File: src/rtl/rr_arb_mux_pkg.sv
// Shared types and helpers for the round-robin arbitrating multiplexer.
package rr_arb_mux_pkg;

  localparam int CHANNELS_MAX = 16;
  localparam int IDX_W        = 4;

  typedef enum logic [1:0] {
    OH_ZERO  = 2'd0,
    OH_ONE   = 2'd1,
    OH_MULTI = 2'd2
  } onehot_e;

  function automatic onehot_e onehot_check(input logic [CHANNELS_MAX-1:0] vec);
    int cnt;
    cnt = 0;
    for (int k = 0; k < CHANNELS_MAX; k++) begin
      if (vec[k]) begin
        cnt++;
      end
    end
    if (cnt == 0) begin
      return OH_ZERO;
    end else if (cnt == 1) begin
      return OH_ONE;
    end else begin
      return OH_MULTI;
    end
  endfunction

  // Only meaningful for a one-hot input; an all-zero vector maps to index 0.
  function automatic logic [IDX_W-1:0] onehot_to_index(input logic [CHANNELS_MAX-1:0] vec);
    logic [IDX_W-1:0] idx;
    idx = 4'd0;
    for (int k = 0; k < CHANNELS_MAX; k++) begin
      if (vec[k]) begin
        idx = idx | IDX_W'(k);
      end
    end
    return idx;
  endfunction

endpackage

File: src/rtl/rr_arb_mux_grant.sv
// Combinational round-robin grant: first eligible channel at or above the
// pointer, wrapping, found by a double-width masked lowest-bit select.
module rr_grant #(
  parameter int CHANNELS = 4,
  parameter int PTR_W    = 2
) (
  input  logic [CHANNELS-1:0] eligible,
  input  logic [PTR_W-1:0]    ptr,
  output logic [CHANNELS-1:0] grant
);

  logic [CHANNELS-1:0]   one_s;
  logic [CHANNELS-1:0]   below_s;
  logic [2*CHANNELS-1:0] masked_s;
  logic [2*CHANNELS-1:0] first_s;

  // Upper copy covers the wrap; lower copy drops channels below the pointer.
  always_comb begin
    one_s    = {{(CHANNELS-1){1'b0}}, 1'b1};
    below_s  = (one_s << ptr) - one_s;
    masked_s = {eligible, eligible & ~below_s};
    first_s  = masked_s & (~masked_s + {{(2*CHANNELS-1){1'b0}}, 1'b1});
    grant    = first_s[CHANNELS-1:0] | first_s[2*CHANNELS-1:CHANNELS];
  end

endmodule

File: src/rtl/rr_arb_mux.sv
// N-channel registered multiplexer with valid/ready handshakes, round-robin
// arbitration and a one-hot force override.
module rr_arb_mux
  import rr_arb_mux_pkg::*;
#(
  parameter int BUS_WIDTH = 1,
  parameter int CHANNELS  = 4
) (
  input  logic                          clk,
  input  logic                          rst,
  input  logic [CHANNELS*BUS_WIDTH-1:0] in_data,
  input  logic [CHANNELS-1:0]           in_valid,
  output logic [CHANNELS-1:0]           in_ready,
  input  logic [CHANNELS-1:0]           force_sel,
  output logic [BUS_WIDTH-1:0]          out_data,
  output logic                          out_valid,
  input  logic                          out_ready,
  output logic [CHANNELS-1:0]           out_grant,
  output logic                          force_err
);

  localparam int PTR_W = $clog2(CHANNELS);

  logic [PTR_W-1:0]     ptr_r;
  logic [BUS_WIDTH-1:0] out_data_r;
  logic                 out_valid_r;
  logic [CHANNELS-1:0]  out_grant_r;
  logic                 force_err_r;

  onehot_e              force_kind_s;
  logic [CHANNELS-1:0]  eligible_s;
  logic [CHANNELS-1:0]  grant_s;
  logic                 slot_free_s;
  logic                 xfer_s;
  logic [IDX_W-1:0]     sel_idx_s;
  logic [PTR_W-1:0]     ptr_next_s;

  // Force qualification, handshake and next-pointer decode.
  always_comb begin
    force_kind_s = onehot_check(CHANNELS_MAX'(force_sel));
    if (force_kind_s == OH_ONE) begin
      eligible_s = force_sel & in_valid;
    end else begin
      eligible_s = in_valid;
    end
    slot_free_s = ~out_valid_r | out_ready;
    if (slot_free_s) begin
      in_ready = grant_s;
    end else begin
      in_ready = {CHANNELS{1'b0}};
    end
    // grant is a subset of in_valid, so any ready bit is a transfer
    xfer_s    = |in_ready;
    sel_idx_s = onehot_to_index(CHANNELS_MAX'(grant_s));
    if (int'(sel_idx_s) == CHANNELS - 1) begin
      ptr_next_s = {PTR_W{1'b0}};
    end else begin
      ptr_next_s = PTR_W'(int'(sel_idx_s) + 1);
    end
  end

  rr_grant #(
    .CHANNELS (CHANNELS),
    .PTR_W    (PTR_W)
  ) u_grant (
    .eligible (eligible_s),
    .ptr      (ptr_r),
    .grant    (grant_s)
  );

  // Output word, source tag, pointer and force error registers.
  always_ff @(posedge clk) begin
    if (rst) begin
      ptr_r       <= {PTR_W{1'b0}};
      out_data_r  <= {BUS_WIDTH{1'b0}};
      out_valid_r <= 1'b0;
      out_grant_r <= {CHANNELS{1'b0}};
      force_err_r <= 1'b0;
    end else begin
      force_err_r <= (force_kind_s == OH_MULTI);
      if (xfer_s) begin
        out_data_r  <= in_data[int'(sel_idx_s)*BUS_WIDTH +: BUS_WIDTH];
        out_grant_r <= grant_s;
        out_valid_r <= 1'b1;
        ptr_r       <= ptr_next_s;
      end else if (out_ready) begin
        out_valid_r <= 1'b0;
      end
    end
  end

  assign out_data  = out_data_r;
  assign out_valid = out_valid_r;
  assign out_grant = out_grant_r;
  assign force_err = force_err_r;

endmodule

File: config.mk
export PLATFORM = sky130hd
export DESIGN_NAME = rr_arb_mux
export DESIGN_NICKNAME = d
export VERILOG_FILES = /design/src/rtl/rr_arb_mux_pkg.sv /design/src/rtl/rr_arb_mux_grant.sv /design/src/rtl/rr_arb_mux.sv
export SDC_FILE = /design/constraint.sdc
export NUM_CORES = 1
export LEC_CHECK = 0
export BUFFER_PORTS_ARGS = -buffer_cell sky130_fd_sc_hd__buf_2
export CAP_MARGIN = 10
export CORE_UTILIZATION = 52
export DETAILED_ROUTE_END_ITERATION = 6
export GPL_ROUTABILITY_DRIVEN = 1
export HOLD_SLACK_MARGIN = 0.05
export PLACE_DENSITY_LB_ADDON = 0.25
export SLEW_MARGIN = 20
export SYNTH_ARGS = -nofsm -noshare
export SYNTH_HDL_FRONTEND = slang
export SYNTH_SLANG_ARGS = --single-unit
File: constraint.sdc
create_clock -name clk -period 8.5 [get_ports clk]
set_input_delay 0.425 -clock clk [delete_from_list [all_inputs] [get_ports clk]]
set_output_delay 0.425 -clock clk [all_outputs]
set_load 0.05 [all_outputs]
==> results of run 1 <==
path summary, 6_finish.rpt:
kind,startpoint,to
setup / recovery,force_sel[0],in_ready[1]
hold / removal,rst,force_err
setup reg to reg,ptr_r[1],out_grant[2]
hold reg to reg,out_data,out_data
cell type report:
type | instances | area (sq um)
Fill cell | 110 | 418
Timing Repair Buffer | 25 | 125
Multi-Input combinational cell | 67 | 515
Tap cell | 15 | 18.8
Sequential cell | 9 | 180
Inverter | 9 | 33.8
Clock buffer | 4 | 26.3
metal layers:
| metal | part of all wire | routed length [um] |
|---|---|---|
| met5 | 0 | 0 |
| met1 | 0.49 | 759 |
| met4 | 0.0059 | 9 |
| met2 | 0.46 | 701 |
| met3 | 0.042 | 64 |
cells by family after synthesis:
| logic type | synth area share |
|---|---|
| xor+xnor | 0.0235 |
| buf+inv | 0.0655 |
| mux | 0.0269 |
| flops | 0.242 |
| fa+ha+maj | 0.0504 |
| simple gates | 0.333 |
| compound gates | 0.259 |
stage by stage:
stage / utilization / area [sq um] / hold slack, ps
after detailed placement: 0.663 / 873 / 455
after global placement: 0.663 / 873 / 440
after floorplan: - / 744 / 494
final: 0.683 / 900 / 372
after global routing: 0.683 / 900 / 363
after CTS: 0.683 / 900 / 361
sequential cells by signal, indices dropped and copies added (netlist names):
register,cells
out_grant,4
force_err,1
ptr_r,2
out_valid,1
out_data,1
critical path: stages:
cell,delay (ps)
buf_2,120
inv_1,50
ha_1,390
xor2_1,200
ha_1,360
and4b_2,320
nor4_4,70
o31ai_4,330
nand2_2,130
a221o_1,420
nor2_2,160
buf_2,290
power groups by stage:
stage	logic (mW)	registers (mW)	clock network, mW
after floorplan	0.0453	0.0635	0
after global placement	0.0711	0.0516	0
after detailed placement	0.0723	0.0518	0
after CTS	0.0724	0.0509	0.0346
after global routing	0.0783	0.0517	0.0383
final	0.0724	0.0510	0.0336
cells in the final DEF (no fill, tap or decap), types with 3 or more instances in the layout:
| master | synthesis | layout |
|---|---|---|
| nand2_1 | 6 | 6 |
| ha_1 | 3 | 3 |
| nor3_1 | 3 | 3 |
| clkbuf_4 | 0 | 3 |
| nand2b_1 | 3 | 3 |
| buf_2 | 0 | 25 |
| dfxtp_1 | 9 | 9 |
| o21a_1 | 3 | 3 |
| inv_1 | 9 | 9 |
| nor2_1 | 9 | 9 |
| a21oi_1 | 5 | 5 |
| o21ai_0 | 3 | 3 |
==> summary.md, run 1 <==
| Metric | Value |
|---|---|
| Gr usage total | `0.237` |
| Max_cap viols | `0` |
| Type of the worst setup path | `input port to primary output` |
| Top achievable clock speed | `around 0.27 GHz` |
| Total clock sinks | `9` |
| Via-to-Cell Ratio | `5.44` |
| Sw Pwr | `just under 70 uW` |
| Distinct cell type count of the synthesized netlist | `38` |
| Yosys warning count | `0` |
| Antenna violations before repair | `0` |
| CTS tree | `done` |
| Power per cell area | `174 nW/um^2` |
| Pwr Total | `157 uW` |
| Vias | `between 700 and 800` |
| GRT met3 Usage | `0.0682` |
| Int Power | `89.1 uW` |
| Total grt overflow | `0` |
| Yosys top cell area share | `0.242` |
| Die height | `~40 um` |
| Arr. time, crit path | `roughly 3300 ps` |
| NumNets Final | `about 130` |
| Core Area | `between 1000 and 1500 sq um` |
| Die area | `approximately 1600 sq um` |
| Tightest Hold Check Type | `input port to flip-flop` |
| Worst slew pin tran | `about 490 ps` |
| Pre-CTS worst setup slack | `between 4000 and 5000 ps` |
| Post-synth top cells | `9 x dfxtp_1, 9 x inv_1, 9 x nor2_1, 6 x nand2_1, 5 x a21oi_1` |
| Drt drc | `0` |
| Worst Path Max Fanout | `6` |
| Syn Inst Count | `87` |
| Share of cells above drive strength 1 | `0.342` |
| Sw frac | `0.432` |
| RSZ-0062 raised after global routing | `no` |
| TNS Setup | `0 ps` |
| Clock Path Buffers | `2` |
| Final ANT Viol Nets | `0` |
| CP required | `~8100 ps` |
| Largest net degree at the start of global routing | `9` |
| Layout Skew | `6.58 ps` |
| Synth Register Bits | `9` |
| Root buffer selected by CTS | `clkbuf_4` |
| GR Util met2 | `0.352` |
| Mean Syn Cell Area | `approximately 8.6 sq um` |
| Starting Density | `0.565` |
| Final min period | `about 3700 ps` |
| Clock latency on the worst-skew pair | `approximately 260 ps` |
| I/O pins | `26` |
| Final worst-path cycle share | `0.433` |
| WL/cell | `between 10 and 15 um` |
| HPWL after DPL | `approximately 1.2 mm` |
| R2R depth | `5` |
| Synth Cell Area | `between 700 and 800 sq um` |
| Comb pwr share | `0.461` |
| Post-synth EDFFs | `0` |
| GR Util met1 | `0.322` |
| Crit. End Element | `primary output` |
| Post-route non-filler standard cell count | `129` |
| Number of global-route vias before repair | `between 500 and 600` |
| Status | `completed` |
| Startpoint types | `input port` |
| Leading register cell type out of synthesis | `dfxtp_1` |
| Cts hold-fix bufs | `0` |
| Leakage power | `~0.43 nW` |
| Area Growth Syn to Fin | `20.8%` |
| Synth area leader | `dfxtp_1` |
| Share of synthesized flip-flops with an asynchronous set or reset | `0` |
| Final setup fails | `0` |
| Clock share of power | `0.214` |
| Reg power frac | `0.325` |
| Input/output buffers | `25` |
| Placed cell count | `~130` |
| Drt first pass iters | `4` |
| Post-CTS Setup Inserts | `0` |
| Final worst slack | `approximately 4800 ps` |
| # rows | `13` |
| GP Congestion | `between 0.8 and 0.9` |
| DIE WIDTH | `around 40 um` |
| Final hold violation count | `0` |
| CTS resizes | `0` |
| Worst hold path stage count | `2` |
| Max VDD drop | `between 0.1 and 0.15 mV` |
| Violation count after the first detailed-routing iteration | `12` |
| H-tree lvl count | `1` |
| Syn nets | `about 110` |
| Seq/Total Area, Yosys | `0.242` |
| FF-to-FF setup slack | `slightly above 7000 ps` |
| Headroom to the max-slew limit | `0.671` |
| Clock buffer count from CTS | `3` |
| Worst-path clk slew | `around 60 ps` |
| GR peak layer | `met2` |
| N_diodes | `0` |
| Slew Limit Fails | `0` |
| WL final | `between 1.5 and 2 mm` |
| Largest cells by area after synthesis | `dfxtp_1 24%, nor4b_4 6.4%, ha_1 5.0%` |
| First-pass GRT wire length | `~2.5 mm` |
Power figures use the tool's default switching activity.
==> run 2, diff against run 1 <==
--- a/config.mk
+++ b/config.mk
@@ -7,7 +7,7 @@
 export LEC_CHECK = 0
 export BUFFER_PORTS_ARGS = -buffer_cell sky130_fd_sc_hd__buf_2
 export CAP_MARGIN = 10
-export CORE_UTILIZATION = 52
+export CORE_UTILIZATION = 43
 export DETAILED_ROUTE_END_ITERATION = 6
 export GPL_ROUTABILITY_DRIVEN = 1
 export HOLD_SLACK_MARGIN = 0.05
==> constraint.sdc (replaced) <==
create_clock -name clk -period 3.15 [get_ports clk]
set_input_delay 0.1575 -clock clk [delete_from_list [all_inputs] [get_ports clk]]
set_output_delay 0.1575 -clock clk [all_outputs]
set_load 0.05 [all_outputs]
==> run 2 against run 1 <==
  * The flow now finishes with violations (design-rule violations)
  * Worst setup slack got worse by 4700 ps
  * Largest cell class unchanged
  * Critical endpoint unchanged
  * Cell area rose by 2.5%
  * Register-to-register slack lost 5400 ps
  * Count of clock-buffer cells in the layout is the same
  * Combinational power rose to 2.8 times the previous value
==> summary.md, run 2 (synthesized netlist as in run 1, its figures left out) <==
| Metric | Value |
|---|---|
| Clock latency on the worst-skew pair | `250 ps (about the same)` |
| Status | `finished, violations left` |
| Multi-input logic area | `527 sq um (+2.2%)` |
| Final setup fails | `0 (unchanged)` |
| Commonest cells after routing, fill and taps aside | `24 x buf_2, 9 x inv_1, 9 x dfxtp_1` |
| Die height | `43.6 um (+9.5%)` |
| Leakage power | `0.434 nW (+1.3%)` |
| Starting Density | `0.478 (-0.0875)` |
| Tightest Hold Check Type | `input port to flip-flop` |
| Type of the worst setup path | `input port to primary output` |
| N_diodes | `0 (unchanged)` |
| Die area | `1900 sq um (+20%)` |
| WL final | `1.53 mm (-0.52%)` |
| Final worst slack | `156 ps (-4660 ps)` |
| Drt first pass iters | `6 (+2)` |
| # rows | `14 (+1)` |
| CTS tree | `done` |
| Final instance area | `922 sq um (+2.5%)` |
| Cts hold-fix bufs | `0 (unchanged)` |
| Pwr Total | `423 uW (+170%)` |
| Final min period | `2990 ps` |
| Area Growth Syn to Fin | `23.9%` |
| Max FFs per register | `4 (unchanged)` |
| I/O pins | `26 (unchanged)` |
| Input/output buffers | `25 (unchanged)` |
| CP required | `2990 ps (-5090 ps)` |
| Violation count after the first detailed-routing iteration | `22 (+10)` |
| Max VDD drop | `0.312 mV (+200%)` |
| Gr usage total | `0.176 (-0.0617)` |
| Worst Path Max Fanout | `6 (unchanged)` |
| Clock Path Buffers | `2 (unchanged)` |
| NumNets Final | `134 (+0.75%)` |
| Startpoint types | `input port` |
| Pre-CTS worst setup slack | `91.0 ps (-4710 ps)` |
| Slew Limit Fails | `0 (unchanged)` |
| Layout filler cell count | `141 (+28%)` |
| Hold_sp | `rst` |
| Vias | `710 (+1.1%)` |
| Seq. cell area | `180 sq um (unchanged)` |
| H-tree lvl count | `1 (unchanged)` |
| Worst Setup SP | `force_sel[0]` |
| Share of cells above drive strength 1 | `0.357 (+0.0144)` |
| Antenna violations before repair | `0 (unchanged)` |
| Final hold violation count | `0 (unchanged)` |
| Root buffer selected by CTS | `clkbuf_4` |
| GP Congestion | `0.888 (+9.5%)` |
| Drt drc | `1 (+1)` |
| Worst R2R Start | `out_valid` |
| Placed Area | `885 sq um (+1.3%)` |
| Failing checks | `design-rule violations` |
| Via-to-Cell Ratio | `5.42 (-0.40%)` |
| Largest net degree at the start of global routing | `9 (unchanged)` |
| Clock buffer count from CTS | `3 (unchanged)` |
| Worst-path clk slew | `60 ps (about the same)` |
| Commonest non-fill, non-tap cell in the layout | `buf_2` |
| Total clock sinks | `9 (unchanged)` |
| Top achievable clock speed | `about 0.33 GHz` |
| Layout Skew | `1.69 ps (-4.88 ps)` |
| DIE WIDTH | `43.6 um (+9.5%)` |
| RSZ-0062 raised after global routing | `yes` |
| Final ANT Viol Nets | `0 (unchanged)` |
| Core Area | `1560 sq um (+18%)` |
| Number of global-route vias before repair | `635 (+12%)` |
| Power per cell area | `459 nW/um^2 (+160%)` |
| Final worst-path cycle share | `0.950` |
| First-pass GRT wire length | `2.59 mm (+4.4%)` |
| Headroom to the max-slew limit | `0.651 (-0.0199)` |
| WL/cell | `11.6 um (-2.0%)` |
| Crit. End Element | `primary output` |
| Arr. time, crit path | `2840 ps (-420 ps)` |
| Worst slew pin tran | `521 ps (+33.3 ps)` |
| Max_cap viols | `0 (unchanged)` |
| HPWL after DPL | `1.23 mm (+1.3%)` |
| Total grt overflow | `0 (unchanged)` |
## run 2: cell type report
type / count / area share
multi-input combinational: 67 / 0.571
inverter: 9 / 0.0366
tap: 16 / 0.0217
timing repair buffer: 26 / 0.147
sequential: 9 / 0.195
clock buffer: 4 / 0.0285
## run 2: what timing repair did
action,in CTS,in global routing
setup endpoints to repair,0,3
buffers inserted,0,0
resized for setup,0,3
## run 2: final timing paths
check / depth (start not counted) / slack [ps] / endpoint
hold / removal: 2 / 100 / out_grant[0]
hold reg to reg: 2 / 460 / out_grant[0]
setup / recovery: 12 / 160 / in_ready[1]
setup reg to reg: 5 / 1660 / out_grant[2]
## run 2: layer usage
metal | track usage | share of wire | up-vias
li1 | - | - | 372
met3 | 0.0417 | 0.062 | 2
met2 | 0.281 | 0.45 | 25
met4 | 0.0375 | 0.0052 | 0
met1 | 0.240 | 0.48 | 311
met5 | 0 | 0 | -
## run 2: per-stage QoR
stage          utilization  std cells  TNS (ps)  hold WS, ps
3_3_place_gp         0.567        127         0          367
5_1_grt              0.591        131     -23.7          114
3_5_place_dp         0.567        127         0          369
2_1_floorplan            -         87         0          227
4_1_cts              0.584        131         0          102
6_report             0.591        131         0          103
## run 2: where the power goes
| group | switching [mW] | internal [mW] | total [mW] |
|---|---|---|---|
| Sequential | 0.00989 | 0.128 | 0.138 |
| Clock | 0.0371 | 0.0486 | 0.0857 |
| Combinational | 0.133 | 0.0667 | 0.200 |
| Total | 0.180 | 0.243 | 0.423 |
## run 2: worst max-delay path, cell delays in order
cell and delay (ps):
buf_2 120, inv_1 50, ha_1 320, xor2_1 170, ha_1 350, and4b_2 330, nor4_4 70, o31ai_4 320
nand2_2 120, a221o_1 420, nor2_2 170, buf_4 230
==> run 3, diff against run 2 <==
--- a/config.mk
+++ b/config.mk
@@ -12,6 +12,7 @@
 export GPL_ROUTABILITY_DRIVEN = 1
 export HOLD_SLACK_MARGIN = 0.05
 export PLACE_DENSITY_LB_ADDON = 0.25
+export SETUP_SLACK_MARGIN = 0.2
 export SLEW_MARGIN = 20
 export SYNTH_ARGS = -nofsm -noshare
 export SYNTH_HDL_FRONTEND = slang
==> run 3 against run 2 <==
  * The flow still finishes with violations (design-rule violations)
  * Global-route usage rose by 2.2 points
  * Clock power rose by 5.4%
  * Clock skew rose by 1.3 ps
  * Die area did not move
  * Via count rose by 9.3%
  * Combinational power rose by 20%
  * Register-to-register slack got worse by 100 ps
  * Sequential power barely moved
  * Critical path type unchanged
==> summary.md, run 3 (synthesized netlist as in run 1, its figures left out) <==
| Metric | Value |
|---|---|
| N_diodes | `0 (unchanged)` |
| Die area | `1900 sq um (unchanged)` |
| Max_cap viols | `0 (unchanged)` |
| HPWL after DPL | `1.29 mm (+5.6%)` |
| Total grt overflow | `0 (unchanged)` |
| Top achievable clock speed | `0.347 GHz (+3.9%)` |
| Final worst-path cycle share | `0.915 (-0.0355)` |
| Worst hold path stage count | `2 (unchanged)` |
| Drt first pass iters | `6 (unchanged)` |
| Root buffer selected by CTS | `clkbuf_4` |
| Max VDD drop | `0.343 mV (+10%)` |
| Worst Setup SP | `force_sel[0]` |
| Hold_sp | `rst` |
| Largest net degree at the start of global routing | `9 (unchanged)` |
| Layout Skew | `2.98 ps (+1.29 ps)` |
| Worst slew pin tran | `614 ps (+92.4 ps)` |
| Worst-path clk slew | `60 ps (about the same)` |
| Number of global-route vias before repair | `626 (-1.4%)` |
| I/O pins | `26 (unchanged)` |
| Commonest non-fill, non-tap cell in the layout | `buf_2` |
| Clock Path Buffers | `2 (unchanged)` |
| Final Core Density | `0.687 (+0.0955)` |
| Area Growth Syn to Fin | `43.9%` |
| Core Area | `1560 sq um (unchanged)` |
| Worst R2R Start | `ptr_r[1]` |
| Cts hold-fix bufs | `0 (unchanged)` |
| FF-to-FF setup slack | `1560 ps (-100 ps)` |
| Commonest cells after routing, fill and taps aside | `19 x buf_2, 9 x dfxtp_1, 8 x buf_4` |
| WL/cell | `13.4 um (+15%)` |
| Clock latency on the worst-skew pair | `270 ps (+20 ps)` |
| Clock buffer count from CTS | `3 (unchanged)` |
| Status | `finished, violations left` |
| Vias | `776 (+9.3%)` |
| RSZ-0062 raised after global routing | `no` |
| Starting Density | `0.478 (unchanged)` |
| Sw Pwr | `201 uW (+12%)` |
| Share of cells above drive strength 1 | `0.467 (+0.111)` |
| H-tree lvl count | `1 (unchanged)` |
| Crit. End Element | `primary output` |
| Worst Hold End | `out_grant[0]` |
| Comb pwr share | `0.513 (+0.040)` |
| Final setup fails | `0 (unchanged)` |
| Final min period | `2880 ps (-112 ps)` |
| Arr. time, crit path | `2720 ps (-120 ps)` |
| Reg power frac | `0.295 (-0.030)` |
| Clock share of power | `0.192 (-0.010)` |
| Startpoint types | `input port` |
| Via-to-Cell Ratio | `5.62 (+3.8%)` |
| Sw frac | `0.429 (+0.00292)` |
| Slew Limit Fails | `0 (unchanged)` |
| GP Congestion | `0.898 (+1.1%)` |
| Input/output buffers | `25 (unchanged)` |
| Int Power | `268 uW (+10%)` |
| R2R depth | `7 (+2)` |
| Power per cell area | `438 nW/um^2 (-4.5%)` |
| Total clock sinks | `9 (unchanged)` |
| CP required | `2990 ps (about the same)` |
| NumNets Final | `141 (+5.2%)` |
| # rows | `14 (unchanged)` |
| First-pass GRT wire length | `2.70 mm (+4.5%)` |
| TNS Setup | `0 ps (unchanged)` |
| Worst Path Max Fanout | `6 (unchanged)` |
| WL final | `1.86 mm (+22%)` |
| Antenna violations before repair | `0 (unchanged)` |
| Type of the worst setup path | `input port to primary output` |
| Max FFs per register | `4 (unchanged)` |
| DIE WIDTH | `43.6 um (unchanged)` |
| CTS tree | `done` |
| Die height | `43.6 um (unchanged)` |
| Headroom to the max-slew limit | `0.590 (-0.0612)` |
| Leakage power | `0.480 nW (+11%)` |
| Final ANT Viol Nets | `0 (unchanged)` |
| R2r endpoint | `out_grant[1]` |
| Violation count after the first detailed-routing iteration | `19 (-14%)` |
| Tightest Hold Check Type | `input port to flip-flop` |
| Final hold violation count | `0 (unchanged)` |
| Failing checks | `design-rule violations` |
| Gr usage total | `0.198 (+0.0219)` |
| Drt drc | `1 (unchanged)` |
[run 3: cell types whose count changed in the layout (fill, tap and decap cells not counted), sizes merged]
cell / before / now
clkbuf: 4 / 3
clkinv: 0 / 1
buf: 26 / 33
[run 3: worst max-delay path by stage]
| stage | to | cells after the start |
|---|---|---|
| finish | in_ready[1] | 13 |
| floorplan | out_grant[3] | 11 |
| global route | in_ready[1] | 13 |
| CTS | in_ready[1] | 12 |
| global placement | in_ready[1] | 12 |
| detailed placement | in_ready[1] | 12 |
[run 3: metal layers]
| layer | up-vias | track usage | share of wire |
|---|---|---|---|
| li1 | 385 | - | - |
| met1 | 355 | 0.247 | 0.46 |
| met2 | 31 | 0.296 | 0.46 |
| met3 | 5 | 0.0667 | 0.066 |
| met4 | 0 | 0.113 | 0.017 |
| met5 | - | 0 | 0 |
[run 3: worst max-delay path, stage by stage]
cell,delay (ps)
buf_8,100
inv_4,40
ha_4,230
xor2_1,160
ha_1,340
and4b_2,320
nor4_4,50
buf_6,140
o31ai_4,350
nand2_2,110
a221o_1,390
nor2_4,170
buf_8,160
[run 3: metrics by stage]
step	hold slack [ps]	instances	setup slack (ps)	cell area, sq um	power, mW
after floorplan	227	87	233	754	0.296
after global placement	368	127	180	892	0.337
after detailed placement	376	127	143	892	0.340
after CTS	81.5	131	186	940	0.439
after global routing	86.0	138	170	1070	0.495
final	93.1	138	268	1070	0.470
[run 3: power by group through the flow]
stage / combinational, mW / clock [mW] / sequential [mW]
after floorplan: 0.125 / 0 / 0.171
after global placement: 0.198 / 0 / 0.140
after detailed placement: 0.200 / 0 / 0.140
after CTS: 0.207 / 0.0935 / 0.138
after global routing: 0.255 / 0.0994 / 0.140
final: 0.241 / 0.0903 / 0.139
[run 3: repair_timing]
| item | 4_1_cts | 5_1_grt |
|---|---|---|
| setup buffers | 0 | 7 |
| pin swaps | 2 | 10 |
| resized for setup | 5 | 23 |
| endpoints found under the setup margin | 4 | 4 |
[run 3: layout make-up]
cell class	instances	area (sq um)
tap	16	20.0
multi-input combinational	67	577
clock inverter	1	5.00
fill	121	488
sequential	9	180
clock buffer	3	22.5
inverter	9	36.3
timing repair buffer	33	230
